<file path="src/rtl/power_iter_normalize_pkg.sv">
// Shared IEEE-754 binary64 field helpers and FSM state type for the power-iteration normaliser.
package power_iter_normalize_pkg;

  localparam int unsigned DBL_W        = 64;
  localparam int unsigned DBL_EXP_W    = 11;
  localparam int unsigned DBL_SIGN_BIT = 63;
  localparam int unsigned DBL_EXP_MSB  = 62;
  localparam int unsigned DBL_EXP_LSB  = 52;
  localparam int unsigned DBL_MANT_MSB = 51;

  localparam logic [DBL_EXP_W-1:0] DBL_EXP_BIAS = 11'd1023;
  localparam logic [DBL_EXP_W-1:0] DBL_EXP_INF  = 11'd2047;

  typedef logic [DBL_W-1:0] double_t;

  typedef enum logic [1:0] {
    ST_IDLE,
    ST_SCAN,
    ST_SCALE,
    ST_DONE
  } pin_state_e;

  function automatic logic [DBL_EXP_W-1:0] dbl_exp(input double_t x);
    return x[DBL_EXP_MSB:DBL_EXP_LSB];
  endfunction

endpackage

</file>
<file path="src/rtl/double_exp_rescale.sv">
// Rescales one double by 2^-(max_exp-bias) through exponent arithmetic and
// compares the result with the same element of the previous pass.
module double_exp_rescale
  import power_iter_normalize_pkg::*;
#(
  parameter int unsigned TOL_ULP = 16
) (
  input  double_t              x,
  input  logic [DBL_EXP_W-1:0] max_exp,
  input  logic                 force_zero,
  input  double_t              prev,
  input  logic                 prev_valid,
  output double_t              y,
  output logic                 ok
);

  logic [DBL_EXP_W-1:0] e;
  logic signed [12:0]   ne;
  logic [DBL_SIGN_BIT-1:0] diff;

  always_comb begin
    e    = dbl_exp(x);
    ne   = $signed(13'(e)) - $signed(13'(max_exp)) + $signed(13'(DBL_EXP_BIAS));
    y    = '0;
    // Zero/denormal inputs and results that fall below the normal range flush to +0
    if (!((e == '0) || (max_exp == '0) || force_zero || (ne <= 13'sd0))) begin
      y = {x[DBL_SIGN_BIT], ne[DBL_EXP_W-1:0], x[DBL_MANT_MSB:0]};
    end
    diff = (y[DBL_SIGN_BIT-1:0] >= prev[DBL_SIGN_BIT-1:0])
         ? (y[DBL_SIGN_BIT-1:0] - prev[DBL_SIGN_BIT-1:0])
         : (prev[DBL_SIGN_BIT-1:0] - y[DBL_SIGN_BIT-1:0]);
    ok   = prev_valid && (y[DBL_SIGN_BIT] == prev[DBL_SIGN_BIT])
        && (diff <= 63'(TOL_ULP));
  end

endmodule

</file>
<file path="src/rtl/power_iter_normalize.sv">
// Power-iteration back end: max-exponent scan, power-of-two rescale, convergence check.
// Optional pass limit enabled by defining ITER_LIMIT_EN.
module power_iter_normalize
  import power_iter_normalize_pkg::*;
#(
  parameter int unsigned SIZE_N   = 8,
  parameter int unsigned TOL_ULP  = 16,
  parameter int unsigned MAX_ITER = 64
) (
  input  logic                          clk,
  input  logic                          rst,
  input  logic                          start,
  input  logic                          restart,
  input  logic [SIZE_N-1:0][DBL_W-1:0]  vector_in,
  output logic [SIZE_N-1:0][DBL_W-1:0]  vector_out,
  output logic signed [11:0]            shift_exp,
  output logic [15:0]                   iter_count,
  output logic                          converged,
  output logic                          zero_vec,
  output logic                          err,
  output logic                          limit_hit,
  output logic                          busy,
  output logic                          f
);

  localparam int unsigned IDX_W   = (SIZE_N > 1) ? $clog2(SIZE_N) : 1;
  localparam int unsigned SHIFT_W = 12;

`ifdef ITER_LIMIT_EN
  localparam bit LIMIT_EN = 1'b1;
`else
  localparam bit LIMIT_EN = 1'b0;
`endif

  pin_state_e                     state;
  logic [SIZE_N-1:0][DBL_W-1:0]   in_reg;
  logic [SIZE_N-1:0][DBL_W-1:0]   scaled;
  logic [SIZE_N-1:0][DBL_W-1:0]   prev;
  logic                           prev_valid;
  logic [IDX_W-1:0]               idx;
  logic [DBL_EXP_W-1:0]           max_exp;
  logic                           err_acc;
  logic                           conv_acc;

  double_t                        cur_c;
  double_t                        y_c;
  logic                           ok_c;
  logic [DBL_EXP_W-1:0]           cur_exp_c;
  logic                           last_c;
  logic                           zero_c;
  logic                           conv_c;

  assign cur_c     = in_reg[idx];
  assign cur_exp_c = dbl_exp(cur_c);
  assign last_c    = (idx == IDX_W'(SIZE_N - 1));
  assign zero_c    = (max_exp == '0) && !err_acc;
  assign conv_c    = conv_acc && !zero_c && !err_acc;

  // Single rescaler time-shared across the SCALE sweep
  double_exp_rescale #(
    .TOL_ULP (TOL_ULP)
  ) u_rescale (
    .x          (cur_c),
    .max_exp    (max_exp),
    .force_zero (err_acc),
    .prev       (prev[idx]),
    .prev_valid (prev_valid),
    .y          (y_c),
    .ok         (ok_c)
  );

  always_ff @(posedge clk) begin
    if (!rst) begin
      state      <= ST_IDLE;
      in_reg     <= '0;
      scaled     <= '0;
      prev       <= '0;
      prev_valid <= 1'b0;
      idx        <= '0;
      max_exp    <= '0;
      err_acc    <= 1'b0;
      conv_acc   <= 1'b0;
      vector_out <= '0;
      shift_exp  <= '0;
      iter_count <= '0;
      converged  <= 1'b0;
      zero_vec   <= 1'b0;
      err        <= 1'b0;
      limit_hit  <= 1'b0;
      busy       <= 1'b0;
      f          <= 1'b0;
    end else begin
      f <= 1'b0;
      case (state)
        ST_IDLE: begin
          if (restart) begin
            prev_valid <= 1'b0;
            iter_count <= '0;
            limit_hit  <= 1'b0;
          end
          // restart takes effect first, so it also unblocks a same-cycle start
          if (start && (restart || !(LIMIT_EN && limit_hit))) begin
            in_reg   <= vector_in;
            idx      <= '0;
            max_exp  <= '0;
            err_acc  <= 1'b0;
            conv_acc <= 1'b1;
            busy     <= 1'b1;
            state    <= ST_SCAN;
          end
        end
        ST_SCAN: begin
          if (cur_exp_c == DBL_EXP_INF) begin
            err_acc <= 1'b1;
          end else if (cur_exp_c > max_exp) begin
            max_exp <= cur_exp_c;
          end
          if (last_c) begin
            idx   <= '0;
            state <= ST_SCALE;
          end else begin
            idx <= idx + 1'b1;
          end
        end
        ST_SCALE: begin
          scaled[idx] <= y_c;
          conv_acc    <= conv_acc & ok_c;
          if (last_c) begin
            idx   <= '0;
            state <= ST_DONE;
          end else begin
            idx <= idx + 1'b1;
          end
        end
        ST_DONE: begin
          vector_out <= scaled;
          prev       <= scaled;
          prev_valid <= 1'b1;
          shift_exp  <= zero_c ? '0
                      : ($signed(SHIFT_W'(max_exp)) - $signed(SHIFT_W'(DBL_EXP_BIAS)));
          zero_vec   <= zero_c;
          err        <= err_acc;
          converged  <= conv_c;
          if (iter_count != '1) begin
            iter_count <= iter_count + 1'b1;
          end
          if (LIMIT_EN && !conv_c && ((32'(iter_count) + 32'd1) >= MAX_ITER)) begin
            limit_hit <= 1'b1;
          end
          busy  <= 1'b0;
          f     <= 1'b1;
          state <= ST_IDLE;
        end
        default: state <= ST_IDLE;
      endcase
    end
  end

endmodule
</file>
<file path="config.mk">
export PLATFORM = sky130hd
export DESIGN_NAME = power_iter_normalize
export DESIGN_NICKNAME = d
export VERILOG_FILES = /design/src/rtl/power_iter_normalize_pkg.sv /design/src/rtl/double_exp_rescale.sv /design/src/rtl/power_iter_normalize.sv
export SDC_FILE = /design/constraint.sdc
export NUM_CORES = 2
export LEC_CHECK = 0
export ABC_AREA = 1
export CORE_UTILIZATION = 40
export DETAILED_ROUTE_END_ITERATION = 8
export PLACE_DENSITY = 0.73
export SETUP_SLACK_MARGIN = 0.02
export SKIP_LAST_GASP = 1
export SLEW_MARGIN = 20
export SYNTH_ARGS = -nofsm -noshare
export SYNTH_HDL_FRONTEND = slang
export SYNTH_SLANG_ARGS = --single-unit
</file>
<file path="constraint.sdc">
create_clock -name clk -period 7.1 [get_ports clk]
set_input_delay 1.42 -clock clk [delete_from_list [all_inputs] [get_ports clk]]
set_output_delay 1.42 -clock clk [all_outputs]
set_load 0.01 [all_outputs]
</file>
# [Yosys cells after proc, flatten, opt, wreduce, memory -nomap -nowiden]
# Index checks and enable logic that the tools add are counted.
[word_totals] register_bits=1588 inputBits=516 output_inout_bits=546 wordCells=127
[op_classes] add_sub_neg=7 n_lt_le_gt_ge=6 n_eq_ne=15 mux=33 bitwise=1 reduce_logical=28
[ops] cell="$bwmux W512" count=1
[ops] cell="$bmux W64 S3" count=2
[ops] cell="$mux W64" count=4
[ops] cell="$demux W64 S3" count=1
[ops] cell="$sub A63 B63 Y63" count=2
[ops] cell="$ge A63 B63 Y1" count=1
[ops] cell="$le A63 B5 Y1 const B" count=1
[ops] cell="$mux W63" count=1
[ops] cell="$mux W11" count=3
[ops] cell="$mux W16" count=2
[ops] cell="$pmux W16 S2" count=1
[ops] cell="$logic_not A11 Y1" count=2
[ops] cell="$pmux W11 S2" count=1
[ops] cell="$add A16 B1 Y16 const B" count=1
[ops] cell="$ne A16 B16 Y1 const B" count=1
[ops] cell="$ne A2 B2 Y1 const B" count=8
[ops] cell="$add A13 B11 Y13 const B" count=1
[ops] cell="$le A13 B1 Y1 const B" count=1
[ops] cell="$mux W12" count=1
[ops] cell="$sub A11 B10 Y12 const B" count=1
[ops] cell="$sub A11 B11 Y12" count=1
[ops] cell="$eq A11 B11 Y1 const B" count=1
[ops] cell="$gt A11 B11 Y1" count=1
[ops] cell="$reduce_and A2 Y1" count=5
[ops] cell="22 further kinds" count=46

# [Depth between registers and ports, before layout]
[logic_depth] word_depth=13 mapped_depth=55 mapped_depth_nobuf=52

# [Modules after synthesis]
# From an unflattened synthesis, not the netlist that was laid out.
[hier_totals] cells_unflattened=11445 area_unflattened_um2=75476.1
[by_module_without_submodules] module="power_iter_normalize" instances=1 cells_each=8668 area_per_inst_um2=62334.8 seq_area_each_um2=31790.5
[by_module_without_submodules] module="double_exp_rescale" instances=1 cells_each=2777 area_per_inst_um2=13141.4 seq_area_each_um2=0.0

# [Worst setup path before layout]
# OpenSTA, ideal clock, no wires.
[synth_timing] path_type="flip-flop to flip-flop" startpoint="register idx[0]" endpoint="register conv_acc" setup_time_ns=0.070 t_arrival_ns=5.843 t_required_ns=7.030 path_slack_ns=1.187 path_stages_with_launch=49 path_buffers=7 synth_period_minus_slack_ns=5.913 cell_sequence="dfxtp_1 > buf_2 > buf_2 > nand2_1 > o211ai_1 > o21ai_0 > nor3_1 > ha_1 > inv_1 > fa_1 > inv_1 > ha_1 > inv_1 > nor2_1 > nand3_1 > nor2_1 > nand2_1 > inv_1 > [... 13 more ...] > nand2_1 > clkinv_1 > nand2_1 > nand2_2 > nand2_2 > nand2_2 > nand2_4 > nand2_8 > buf_6 > buf_6 > nand2_1 > nand2_1 > nand2_1 > nor3_2 > nand4_1 > o21bai_1 > nand2_1 > a21oi_1"
[synth_between] elab_chain_cells=13 elab_cells_between_ends=22 cone_classes="add/sub: 4; order compare: 3; eq/ne: 1; mux: 7; bitwise: 1; reduce/logical: 6"
[synth_lines] item="from (decl)" line="power_iter_normalize.sv:40" source="logic [IDX_W-1:0] idx;"
[synth_lines] item="from (signal assigned)" line="power_iter_normalize.sv:122" source="idx <= idx + 1'b1;"
[synth_lines] item="from (signal assigned)" line="power_iter_normalize.sv:132" source="idx <= idx + 1'b1;"
[synth_lines] item="$bmux W64 S3 *" line="power_iter_normalize.sv:53" source="assign cur_c = in_reg[idx];"
[synth_lines] item="$mux W64 (implied by the code) *" line="power_iter_normalize.sv:53"
[synth_lines] item="$sub A11 B11 Y12 / $logic_not A11 Y1 (equally long branches)" line="double_exp_rescale.sv:23, double_exp_rescale.sv:26"
[synth_lines] item="$add A13 B11 Y13 / $logic_or A1 B1 Y1 (equally long branches)" line="double_exp_rescale.sv:23, double_exp_rescale.sv:26"
[synth_lines] item="$le A13 B1 Y1 / $logic_or A1 B1 Y1 (equally long branches)" line="double_exp_rescale.sv:26" source="if (!((e == '0) || (max_exp == '0) || force_zero || (ne <= 13'sd0))) begin"
[synth_lines] item="$logic_or A1 B1 Y1" line="double_exp_rescale.sv:26"
[synth_lines] item="$mux W64 *" line="double_exp_rescale.sv:26"
[synth_lines] item="named net u_rescale.y[8]" line="double_exp_rescale.sv:13" source="output double_t y,"
[synth_lines] item="$sub A63 B63 Y63, or another cell as far along" line="double_exp_rescale.sv:31" source=": (prev[DBL_SIGN_BIT-1:0] - y[DBL_SIGN_BIT-1:0]);"
[synth_lines] item="$mux W63 *" line="double_exp_rescale.sv:30" source="? (y[DBL_SIGN_BIT-1:0] - prev[DBL_SIGN_BIT-1:0])"
[synth_lines] item="$le A63 B5 Y1 *" line="double_exp_rescale.sv:33" source="&& (diff <= 63'(TOL_ULP));"
[synth_lines] item="$logic_and A1 B1 Y1 *" line="double_exp_rescale.sv:33"
[synth_lines] item="$and A1 B1 Y1 *" line="power_iter_normalize.sv:127" source="conv_acc <= conv_acc & ok_c;"
[synth_lines] item="$pmux W1 S2 *" line="power_iter_normalize.sv:94" source="case (state)"
[synth_lines] item="to (signal assigned)" line="power_iter_normalize.sv:127"
[synth_lines] item="to (decl)" line="power_iter_normalize.sv:43" source="logic conv_acc;"
# Mark *: on every way through the listed nets, which the timed path passes. The rest lies on a longest branch. The select of a mux whose other input is x is not followed.
# A chain may end at the register's enable or synchronous reset.

# [Worst setup path after layout]
[layout_timing] startpoint="register idx[2]" endpoint="register conv_acc"
# Same word-level chain as after synthesis.

==> out/qor.yml <==
status: "complete, no violations"
holdCritPathClass: "flip-flop to flip-flop"
htree_num_levels: 4
reg2reg_depth: 53
clock.fmax_ghz: 0.1416
cp_top_family: "buffers and inverters"
grt_pass1_wl_um: 513100
swShare: 0.4847
synth_edf_count: 0
clockBufferDepth: 3
track_usage: 0.3747
synth_seq_cells: 1588
clk_pin_slew_ns: 0.06
worstSetupPathType: "flip-flop to flip-flop"
cts.sinks: 1588
power_per_cell_area_nw_per_um2: 567.4
synth_top_area_share: 0.4324
relSlewSlack: 0.1946
gp_congestion: 1.011
vdd_drop_max_v: 0.0003116
wl_per_cell_um: 24.70
die-area_um2: 185500
portBuffers: 1060
setup_viol: 0
synth-main-ff-cell: "dfxtp_1"
initial_utilization: 0.4045
postSynth.asyncResetShare: 0
grt_overflow_total: 0
worstPathRequired_ns: 7.81
root_buffer: "clkbuf_16"
ff2ff_setup_slack_ns: 0.04
worst_pin_slew_ns: 1.208
wirelength_um: 361200
final-hold-violation-count: 0
finClkSkew_ns: 0.08463
yosysWarnings: 0
core.rowCount: 156
cts_tree: "yes"
via_count: 80079
reg2reg_from: "idx[2]"
grt_setup_unrepaired: "yes"
die_w_um: 430.7
crit_arrival_ns: 7.77
cp_common_cell: "nand2_1"
synth_nets: 11365
combPwrFrac: 0.628
crit_buf_inv: 20
intPower_mw: 28.44
crit_path_max_fanout: 22
min_path_cells: 2
syn_avg_cell_area_um2: 6.870
syn_area_um2: 73510
r2r_end: "conv_acc"
first_pass_iters: 8
ys_top_cells_by_area: "dfxtp_1 43%, nor2_1 12%, o21ai_0 11%"
fill_cells: 17438
fp.dieH_um: 430.7
final_area_um2: 97270
ant_nets: 0
maxCapViolations: 0
placed_area_um2: 90910
hold_end: "prev[109]"
cpPeakStageDelay_ns: 0.45
pwr-share-seq: 0.210
clockPowerShare: 0.162
fin_crit_sh: 0.9945
dp_hpwl_um: 275200
drtIter0Drc: 8725
worstSetupStartpointType: "flip-flop"
grt_start_max_net_pins: 255
syn2layout_area_growth_pct: 32.31
synth.distinct_cells: 56
drive_gt1_frac: 0.1110
p_sw_mw: 26.75
core_um2: 181700
insertion_delay_ns: 0.88
netlist_instances: 10701
design.final.nets: 12687
boundaryPins: 1062
grt_pass1_vias: 74553
seq_area_frac_synth: 0.4324
antenna_found_initial: 32
synth.largest_area_cell: "dfxtp_1"
final_core_util: 0.5353
slowest_stage: "fa_2"
hold_start: "scaled[109]"
drc: 0
finalMaxSlewViolations: 0
post-route-min-period_ns: 7.061
leakage_nw: 43.14
end_kind: "flip-flop"
vias_per_cell: 5.477
cts_inserted_buffers: 164
-- per-layer routing --
layer / global-route usage / vias to the layer above / routed length (um)
met5: 0 / - / 103
met4: 0.2587 / 16 / 29260
met3: 0.06985 / 873 / 27770
met2: 0.5950 / 3666 / 161900
met1: 0.4592 / 38029 / 142200
li1: - / 37495 / -
-- what timing repair did --
action | 4_1_cts | 5_1_grt
setup buffers | 23 | 1
pin swaps | 23 | 11
resized for setup | 32 | 48
hold buffers | 0 | 0
setup endpoints to repair | 1 | 1
-- cell usage after synthesis, types with 6 or more instances --
cell / n
a211oi_1: 6
a21oi_1: 861
a21oi_2: 14
a32o_1: 108
buf_1: 24
buf_2: 52
buf_6: 8
clkbuf_1: 613
dfxtp_1: 1588
ha_1: 147
inv_1: 658
inv_2: 66
inv_4: 11
nand2_1: 1864
nand2_2: 28
nand3_1: 263
nand3b_1: 14
nand4_1: 30
nor2_1: 2347
nor2_2: 20
nor2_4: 6
nor3_1: 45
nor3_2: 22
nor3_4: 30
nor3b_1: 8
nor4_1: 47
o211ai_1: 22
o21a_1: 7
o21ai_0: 1625
o21bai_1: 20
o221ai_1: 52
o22ai_1: 11
or2_2: 6
xor2_1: 33
-- cell type report --
type / count / area, um2 / area share
inverter: 737 / 2816 / 0.02896
multi-input combinational: 7671 / 36650 / 0.3768
clock inverter: 49 / 689.4 / 0.007088
sequential: 1588 / 31800 / 0.3269
timing repair buffer: 1861 / 17290 / 0.1778
antenna: 19 / 47.55 / 0.0004888
clock buffer: 248 / 4911 / 0.05049
tap: 2449 / 3064 / 0.03150
-- cell families after synthesis --
| kind of cell | synth area share |
|---|---|
| AO/OA/AOI/OAI | 0.2002 |
| XOR/XNOR | 0.004527 |
| adder cells (fa/ha/maj) | 0.02529 |
| buffers and inverters | 0.07628 |
| flip-flops | 0.4324 |
| other | 0.00005101 |
| AND/OR/NAND/NOR | 0.2612 |
-- power by group through the flow --
stage	combinational (mW)	sequential, mW	clock (mW)
finish	34.6	11.6	8.94
CTS	34.0	11.6	8.98
global route	37.1	11.7	9.35
detailed placement	33.6	11.7	0
global placement	33.7	11.7	0
floorplan	16.0	11.5	0
-- placed cells by master, fill, tap and decap left out, types with 8 or more instances in the layout --
cell type and count:
nor3_1 34, clkdlybuf4s50_1 1059, clkbuf_8 47, diode_2 19
clkinv_2 21, o22ai_1 8, o221ai_1 45, ha_1 138
nand3_1 261, inv_4 11, nor2_2 23, dfxtp_1 1585
nand3b_1 14, nor3_4 41, nand2_1 1856, clkbuf_16 165
nor3b_1 8, nand4_1 30, clkbuf_1 36, nand2_2 31
buf_4 745, o211ai_1 22, a21oi_1 855, buf_12 50
a32o_1 108, nor2_1 2331, a21oi_2 20, o21ai_0 1621
inv_1 653, o21bai_1 20, nor2_4 19, o21ai_1 8
xor2_1 32, nor3_2 22, bufinv_16 8, nor4_1 41
inv_2 67
-- metrics by stage --
stage          setup TNS (ns)  instances  setup slack, ns  hold slack, ns  total power, mW
2_1_floorplan               0      10701            1.187          0.4245            27.47
3_3_place_gp          -0.7137      14281          -0.7137          0.4423            45.40
3_5_place_dp          -0.5530      14283          -0.5530          0.4501            45.30
4_1_cts                     0      14602          0.02060          0.4408            54.50
5_1_grt               -0.3424      14617          -0.3424          0.4492            58.15
6_report                    0      14622          0.03940          0.4404            55.19
-- worst max path at each step --
| stage | depth (start not counted) | slack [ns] | startpoint | endpoint |
|---|---|---|---|---|
| after detailed placement | 48 | -0.55 | idx[0] | conv_acc |
| after global placement | 46 | -0.71 | idx[0] | conv_acc |
| after floorplan | 48 | 1.19 | idx[0] | conv_acc |
| after global routing | 51 | -0.34 | idx[2] | conv_acc |
| after CTS | 51 | 0.02 | idx[2] | conv_acc |
| final | 53 | 0.04 | idx[2] | conv_acc |
-- worst min-delay path, cell delays in order, from the launching register on --
cell and delay (ns):
dfxtp_1 0.31, nor2_1 0.09, nor2_1 0.05
(Power assumes the default switching activity.)
